### config.mk
export PLATFORM = sky130hd
export DESIGN_NAME = bit_packer_flat
export DESIGN_NICKNAME = d
export VERILOG_FILES = /design/src/rtl/bit_packer_if.sv /design/src/rtl/bit_packer.sv /design/src/flat_wrapper.sv
export SDC_FILE = /design/constraint.sdc
export NUM_CORES = 1
export LEC_CHECK = 0
export BUFFER_PORTS_ARGS = -buffer_cell sky130_fd_sc_hd__buf_4
export CELL_PAD_IN_SITES_DETAIL_PLACEMENT = 1
export CELL_PAD_IN_SITES_GLOBAL_PLACEMENT = 2
export CORE_MARGIN = 8
export CORE_UTILIZATION = 30
export DETAILED_ROUTE_END_ITERATION = 10
export PLACE_DENSITY_LB_ADDON = 0.1
export RECOVER_POWER = 100
export SETUP_SLACK_MARGIN = 0.4
export SYNTH_ARGS = -nofsm -noshare
export SYNTH_HDL_FRONTEND = slang
export SYNTH_SLANG_ARGS = --single-unit
### constraint.sdc
create_clock -name clock -period 8.25 [get_ports clock]
set_clock_uncertainty 0.2 [all_clocks]
set_input_delay 0.825 -clock clock [delete_from_list [all_inputs] [get_ports clock]]
set_output_delay 0.825 -clock clock [all_outputs]
set_load 0.05 [all_outputs]
### src/rtl/bit_packer_if.sv
// Field-in / word-out bundle for bit_packer. The master side drives fields; the slave side is the packer.
// A field transfers on a rising edge where input_enable && input_ready; the master holds val, size_of_bit
// and flush_bit stable until that edge. Output words have no backpressure: output_enable marks a word.
interface bit_packer_if;
    logic        input_enable;
    logic [63:0] val;
    logic [63:0] size_of_bit;
    logic        flush_bit;
    logic        input_ready;
    logic        output_enable;
    logic [31:0] output_val;
    logic [2:0]  output_bytes;
    logic        output_last;
    logic [31:0] byte_count;
    logic        size_error;
    logic        state_dbg;

    modport master (
        output input_enable, val, size_of_bit, flush_bit,
        input  input_ready, output_enable, output_val, output_bytes, output_last,
        input  byte_count, size_error, state_dbg
    );

    modport slave (
        input  input_enable, val, size_of_bit, flush_bit,
        output input_ready, output_enable, output_val, output_bytes, output_last,
        output byte_count, size_error, state_dbg
    );
endinterface

### src/rtl/bit_packer.sv
// Packs 0..64-bit fields into an MSB-first stream of 32-bit words; a flush drains and
// zero-pads the stream to a byte boundary. Valid bits sit left-justified in a 128-bit accumulator.
module bit_packer (
    input  logic       clock,
    input  logic       reset,
    bit_packer_if.slave bus
);
    typedef enum logic {
        ST_RUN   = 1'b0,
        ST_FLUSH = 1'b1
    } state_t;

    state_t       state;
    state_t       state_next;
    logic [127:0] acc;
    logic [127:0] acc_next;
    logic [7:0]   cnt;
    logic [7:0]   cnt_next;

    logic         accept;
    logic         oversize;
    logic [6:0]   size;
    logic [63:0]  val_masked;
    logic [127:0] acc_drained;
    logic [7:0]   cnt_drained;
    logic [127:0] field_aligned;
    logic [7:0]   cnt_round;

    logic         emit;
    logic [31:0]  emit_val;
    logic [2:0]   emit_bytes;
    logic         emit_last;

    // Ready depends only on registered state, so upstream never sees a comb path from its own inputs.
    assign bus.input_ready = (state == ST_RUN) && (cnt <= 8'd64);
    assign bus.state_dbg   = state;

    assign accept     = bus.input_enable && bus.input_ready;
    assign oversize   = bus.size_of_bit > 64'd64;
    assign size       = oversize ? 7'd64 : bus.size_of_bit[6:0];
    assign val_masked = (size == 7'd64) ? bus.val : (bus.val & ((64'd1 << size) - 64'd1));

    assign acc_drained   = (cnt >= 8'd32) ? {acc[95:0], 32'd0} : acc;
    assign cnt_drained   = (cnt >= 8'd32) ? (cnt - 8'd32) : cnt;
    // Left-justify the field at bit 127, then slide it down past the bits still buffered.
    assign field_aligned = ({val_masked, 64'd0} << (7'd64 - size)) >> cnt_drained;
    assign cnt_round     = cnt + 8'd7;

    always_ff @(posedge clock) begin
        if (reset) begin
            state <= ST_RUN;
        end else begin
            state <= state_next;
        end
    end

    always_comb begin
        state_next = state;
        case (state)
            ST_RUN: begin
                if (accept && bus.flush_bit) begin
                    state_next = ST_FLUSH;
                end
            end
            ST_FLUSH: begin
                if (cnt <= 8'd32) begin
                    state_next = ST_RUN;
                end
            end
            default: state_next = ST_RUN;
        endcase
    end

    always_comb begin
        acc_next   = acc;
        cnt_next   = cnt;
        emit       = 1'b0;
        emit_val   = 32'd0;
        emit_bytes = 3'd0;
        emit_last  = 1'b0;
        case (state)
            ST_RUN: begin
                if (cnt >= 8'd32) begin
                    emit       = 1'b1;
                    emit_val   = acc[127:96];
                    emit_bytes = 3'd4;
                end
                acc_next = acc_drained;
                cnt_next = cnt_drained;
                if (accept) begin
                    acc_next = acc_drained | field_aligned;
                    cnt_next = cnt_drained + {1'b0, size};
                end
            end
            ST_FLUSH: begin
                if (cnt > 8'd32) begin
                    emit       = 1'b1;
                    emit_val   = acc[127:96];
                    emit_bytes = 3'd4;
                    acc_next   = acc_drained;
                    cnt_next   = cnt_drained;
                end else if (cnt != 8'd0) begin
                    // Bits below the fill are already zero, so the tail word is padded for free.
                    emit       = 1'b1;
                    emit_val   = acc[127:96];
                    emit_bytes = 3'(cnt_round >> 3);
                    emit_last  = 1'b1;
                    acc_next   = 128'd0;
                    cnt_next   = 8'd0;
                end
            end
            default: begin
                acc_next = 128'd0;
                cnt_next = 8'd0;
            end
        endcase
    end

    always_ff @(posedge clock) begin
        if (reset) begin
            acc               <= 128'd0;
            cnt               <= 8'd0;
            bus.output_enable <= 1'b0;
            bus.output_val    <= 32'd0;
            bus.output_bytes  <= 3'd0;
            bus.output_last   <= 1'b0;
            bus.byte_count    <= 32'd0;
            bus.size_error    <= 1'b0;
        end else begin
            acc               <= acc_next;
            cnt               <= cnt_next;
            bus.output_enable <= emit;
            bus.output_val    <= emit_val;
            bus.output_bytes  <= emit_bytes;
            bus.output_last   <= emit_last;
            bus.byte_count    <= bus.byte_count + 32'(emit_bytes);
            bus.size_error    <= bus.size_error | (accept && oversize);
        end
    end
endmodule
### src/flat_wrapper.sv
// flat-port wrapper written by rule: the top's interface ports become plain ports
module bit_packer_flat 
  (clock, reset, bus_input_enable, bus_val, bus_size_of_bit, bus_flush_bit, bus_input_ready, bus_output_enable, bus_output_val, bus_output_bytes, bus_output_last, bus_byte_count, bus_size_error, bus_state_dbg);
  bit_packer_if bus_i ();
  input  logic clock;
  input  logic reset;
  input wire logic [$bits(bus_i.input_enable)-1:0] bus_input_enable;
  input wire logic [$bits(bus_i.val)-1:0] bus_val;
  input wire logic [$bits(bus_i.size_of_bit)-1:0] bus_size_of_bit;
  input wire logic [$bits(bus_i.flush_bit)-1:0] bus_flush_bit;
  output wire logic [$bits(bus_i.input_ready)-1:0] bus_input_ready;
  output wire logic [$bits(bus_i.output_enable)-1:0] bus_output_enable;
  output wire logic [$bits(bus_i.output_val)-1:0] bus_output_val;
  output wire logic [$bits(bus_i.output_bytes)-1:0] bus_output_bytes;
  output wire logic [$bits(bus_i.output_last)-1:0] bus_output_last;
  output wire logic [$bits(bus_i.byte_count)-1:0] bus_byte_count;
  output wire logic [$bits(bus_i.size_error)-1:0] bus_size_error;
  output wire logic [$bits(bus_i.state_dbg)-1:0] bus_state_dbg;
  assign bus_i.input_enable = bus_input_enable;
  assign bus_i.val = bus_val;
  assign bus_i.size_of_bit = bus_size_of_bit;
  assign bus_i.flush_bit = bus_flush_bit;
  assign bus_input_ready = bus_i.input_ready;
  assign bus_output_enable = bus_i.output_enable;
  assign bus_output_val = bus_i.output_val;
  assign bus_output_bytes = bus_i.output_bytes;
  assign bus_output_last = bus_i.output_last;
  assign bus_byte_count = bus_i.byte_count;
  assign bus_size_error = bus_i.size_error;
  assign bus_state_dbg = bus_i.state_dbg;
  bit_packer u_core (.clock(clock), .reset(reset), .bus(bus_i));
endmodule
==> flow_summary.toml <==
[timing]
setup_viol = 0
period_share = 0.956
hold_viol_final = 0
rsz0062_at_grt = "no"
fmax_mhz = 127
slew_headroom = -0.324
worst_pin_slew_ns = 1.99
slew_viol_final = 119
period_needed_ns = 7.88
setup_ws_ns = 0.366

[logic_synthesis]
synth_top_area_frac = 0.153
synthCells = 4040
synthArstFlopShare = 0
synthDistinctLibCells = 124
ys.flop_type = "dfxtp_1"
synth_edf_count = 0
synth_seq_cells = 207
synth.largest_area_cell = "dfxtp_1"
ys_top_cells_by_area = "dfxtp_1, nand2_1, nor2_1"
synth-seq-area-share = 0.153
syn-cell-area_sq_um = 27200
synth_area_per_cell_sq_um = 6.73
yosys_warnings = 0
syn_nets = 4193

[drt]
ant_nets = 0
drc = 0
vias_per_cell = 6.70
vias = 41700
first_iter_violations = 5447
wire_per_inst_um = 34.6
firstDrtPassIters = 6
routed_wl_um = 215000

[die]
die_y_um = 317
start_util = 0.302
die_x_um = 317
io_pins = 204
core_area_sq_um = 89900
row_count = 110
dieArea_sq_um = 100000

[clocking]
cts_root_buf = "clkbuf_16"
clkSinkCount = 207
clk_pin_slew_ns = 0.07
numCtsBuffers = 20
clockBufferDepth = 3
hold_buffers = 0
htree_levels = 1
worst_skew_pair.late_latency_ns = 0.54
cts_tree = "built"

[grt]
antenna_found_initial = 3
track_usage = 0.408
grt_pass1_wl_um = 303000
grt_pass1_vias = 40600
grt_max_degree = 78
overflow = 0

[pwr]
peakVddDrop_uv = 172
totalPowerFinal_mw = 6.50
powerDensity_nw_per_um2 = 169
switching_share = 0.506
clockPowerShare = 0.170
intPower_mw = 3.21
p_leak_nw = 15.9
p_seq_frac = 0.223
combPwrFrac = 0.607
power_switching_mw = 3.29

[cells_and_area]
fillerInstances = 11500
drive_gt1_frac = 0.308
fin_cells = 6225
nNetsFinal = 5185
syn2layout_area_growth_pct = 41.7

[critical_path]
cp-start-kind = "input pin"
critPathCaptureType = "flip-flop"
cp_slowest_stage_delay_ns = 0.53
crit_path_top_delay_cell = "mux4_2"
cp_max_fo = 7
crit_type = "input pin to flip-flop"
worstPathRequired_ns = 8.45
cp.arrival_ns = 8.08
crit_path_frequent_cell = "buf_4"

[place]
dp_hpwl_um = 171000
portBuffers = 203
routabilityCongestion = 1.03
pre_cts_slack_ns = -0.916
place_inst = 6174

[job]
maxCapViolations = 4

[run_status]
status = "complete, but fails checks"
failed_checks = "max-capacitance violations, max-slew violations"

[min_path]
hp-class = "flip-flop to flip-flop"
[state kept, by name, indices dropped and copies added (netlist names)]
signal,cells
u_core.bus.output_last,1
u_core.bus.byte_count,32
u_core.bus.output_enable,1
u_core.bus.output_val,32
u_core.cnt,8
u_core.bus.state_dbg,1
u_core.acc,128
u_core.bus.output_bytes,3
u_core.bus.size_error,1
[routing by layer]
| layer | vias to the layer above | part of all wire | GRT usage |
|---|---|---|---|
| met3 | 707 | 0.11 | 0.0982 |
| met5 | - | 0.000074 | 0 |
| met4 | 2 | 0.068 | 0.208 |
| met2 | 2819 | 0.42 | 0.614 |
| met1 | 20600 | 0.41 | 0.538 |
| li1 | 17600 | - | - |
[placed cells by master (no fill, tap or decap), types with 79 or more instances in the layout]
master / instances
buf_4: 1184
nand2_1: 521
nor2_1: 463
a21oi_1: 232
dfxtp_1: 203
o21ai_0: 184
nand3_1: 177
nor3_1: 147
clkbuf_1: 97
o211ai_1: 90
o22ai_1: 88
a211oi_1: 79
[Yosys cell counts, types with 83 or more instances]
cell	count
mux2i_1	83
o211ai_1	90
nand2_1	526
nor3_1	155
a21oi_1	240
nand3_1	179
a211oi_1	88
o22ai_1	90
dfxtp_1	207
nor2_1	469
o21ai_0	194
clkbuf_1	234
[worst paths after layout]
kind	startpoint	endpoint	slack, ns	cells after the start
worst min register to register	u_core.acc[21]$_SDFFE_PP0P_	u_core.acc[21]$_SDFFE_PP0P_	0.25	2
worst max register to register	u_core.cnt[2]$_SDFFE_PP0P_	u_core.bus.byte_count[31]$_SDFF_PP0_	0.67	17
worst max-delay path	bus_size_of_bit[2]	u_core.acc[25]$_SDFFE_PP0P_	0.37	34
worst min-delay path	u_core.acc[21]$_SDFFE_PP0P_	u_core.acc[21]$_SDFFE_PP0P_	0.25	2
[power by group through the flow]
stage / sequential [mW] / combinational [mW] / clock [mW]
5_1_grt: 1.47 / 4.13 / 1.16
4_1_cts: 1.44 / 3.84 / 1.11
6_report: 1.45 / 3.95 / 1.11
3_3_place_gp: 1.45 / 3.74 / 0
2_1_floorplan: 1.50 / 2.11 / 0
3_5_place_dp: 1.46 / 3.79 / 0
[logic make-up after synthesis]
group / synth area share
compound gates: 0.380
mux: 0.0548
xor+xnor: 0.0152
simple gates: 0.326
flops: 0.153
buf+inv: 0.0611
fa+ha+maj: 0.0102
[what timing repair did]
| action | 4_1_cts | 5_1_grt |
|---|---|---|
| gates cloned | 0 | 0 |
| endpoints found under the setup margin | 125 | 127 |
| resized for setup | 58 | 121 |
| buffers inserted | 4 | 8 |
| pin swaps | 6 | 22 |
[cell type report]
type | count | area [sq um] | area share
Antenna cell | 4 | 10.0 | 0.000260
Clock buffer | 25 | 571 | 0.0148
Inverter | 51 | 191 | 0.00497
Sequential cell | 207 | 4150 | 0.108
Clock inverter | 10 | 181 | 0.00471
Tap cell | 1176 | 1470 | 0.0382
Timing Repair Buffer | 1310 | 9700 | 0.252
Multi-Input combinational cell | 3442 | 22200 | 0.577
[metrics by stage]
stage               utilization  TNS [ns]  hold slack (ns)  instance area, sq um
finish                    0.428         0            0.253                 38500
global route              0.428         0            0.288                 38500
CTS                       0.427         0            0.256                 38300
detailed placement        0.415    -74.07            0.246                 37300
global placement          0.415    -81.64            0.236                 37300
floorplan                     -         0            0.225                 27300
[worst max-delay path, delay by kind of cell]
kind	cells	cell delay, ns
compound gates	12	2.81
fa+ha+maj	3	0.72
buf+inv	12	1.89
mux	1	0.53
simple gates	6	1.29
No activity file was read; power rests on OpenSTA's default activity.
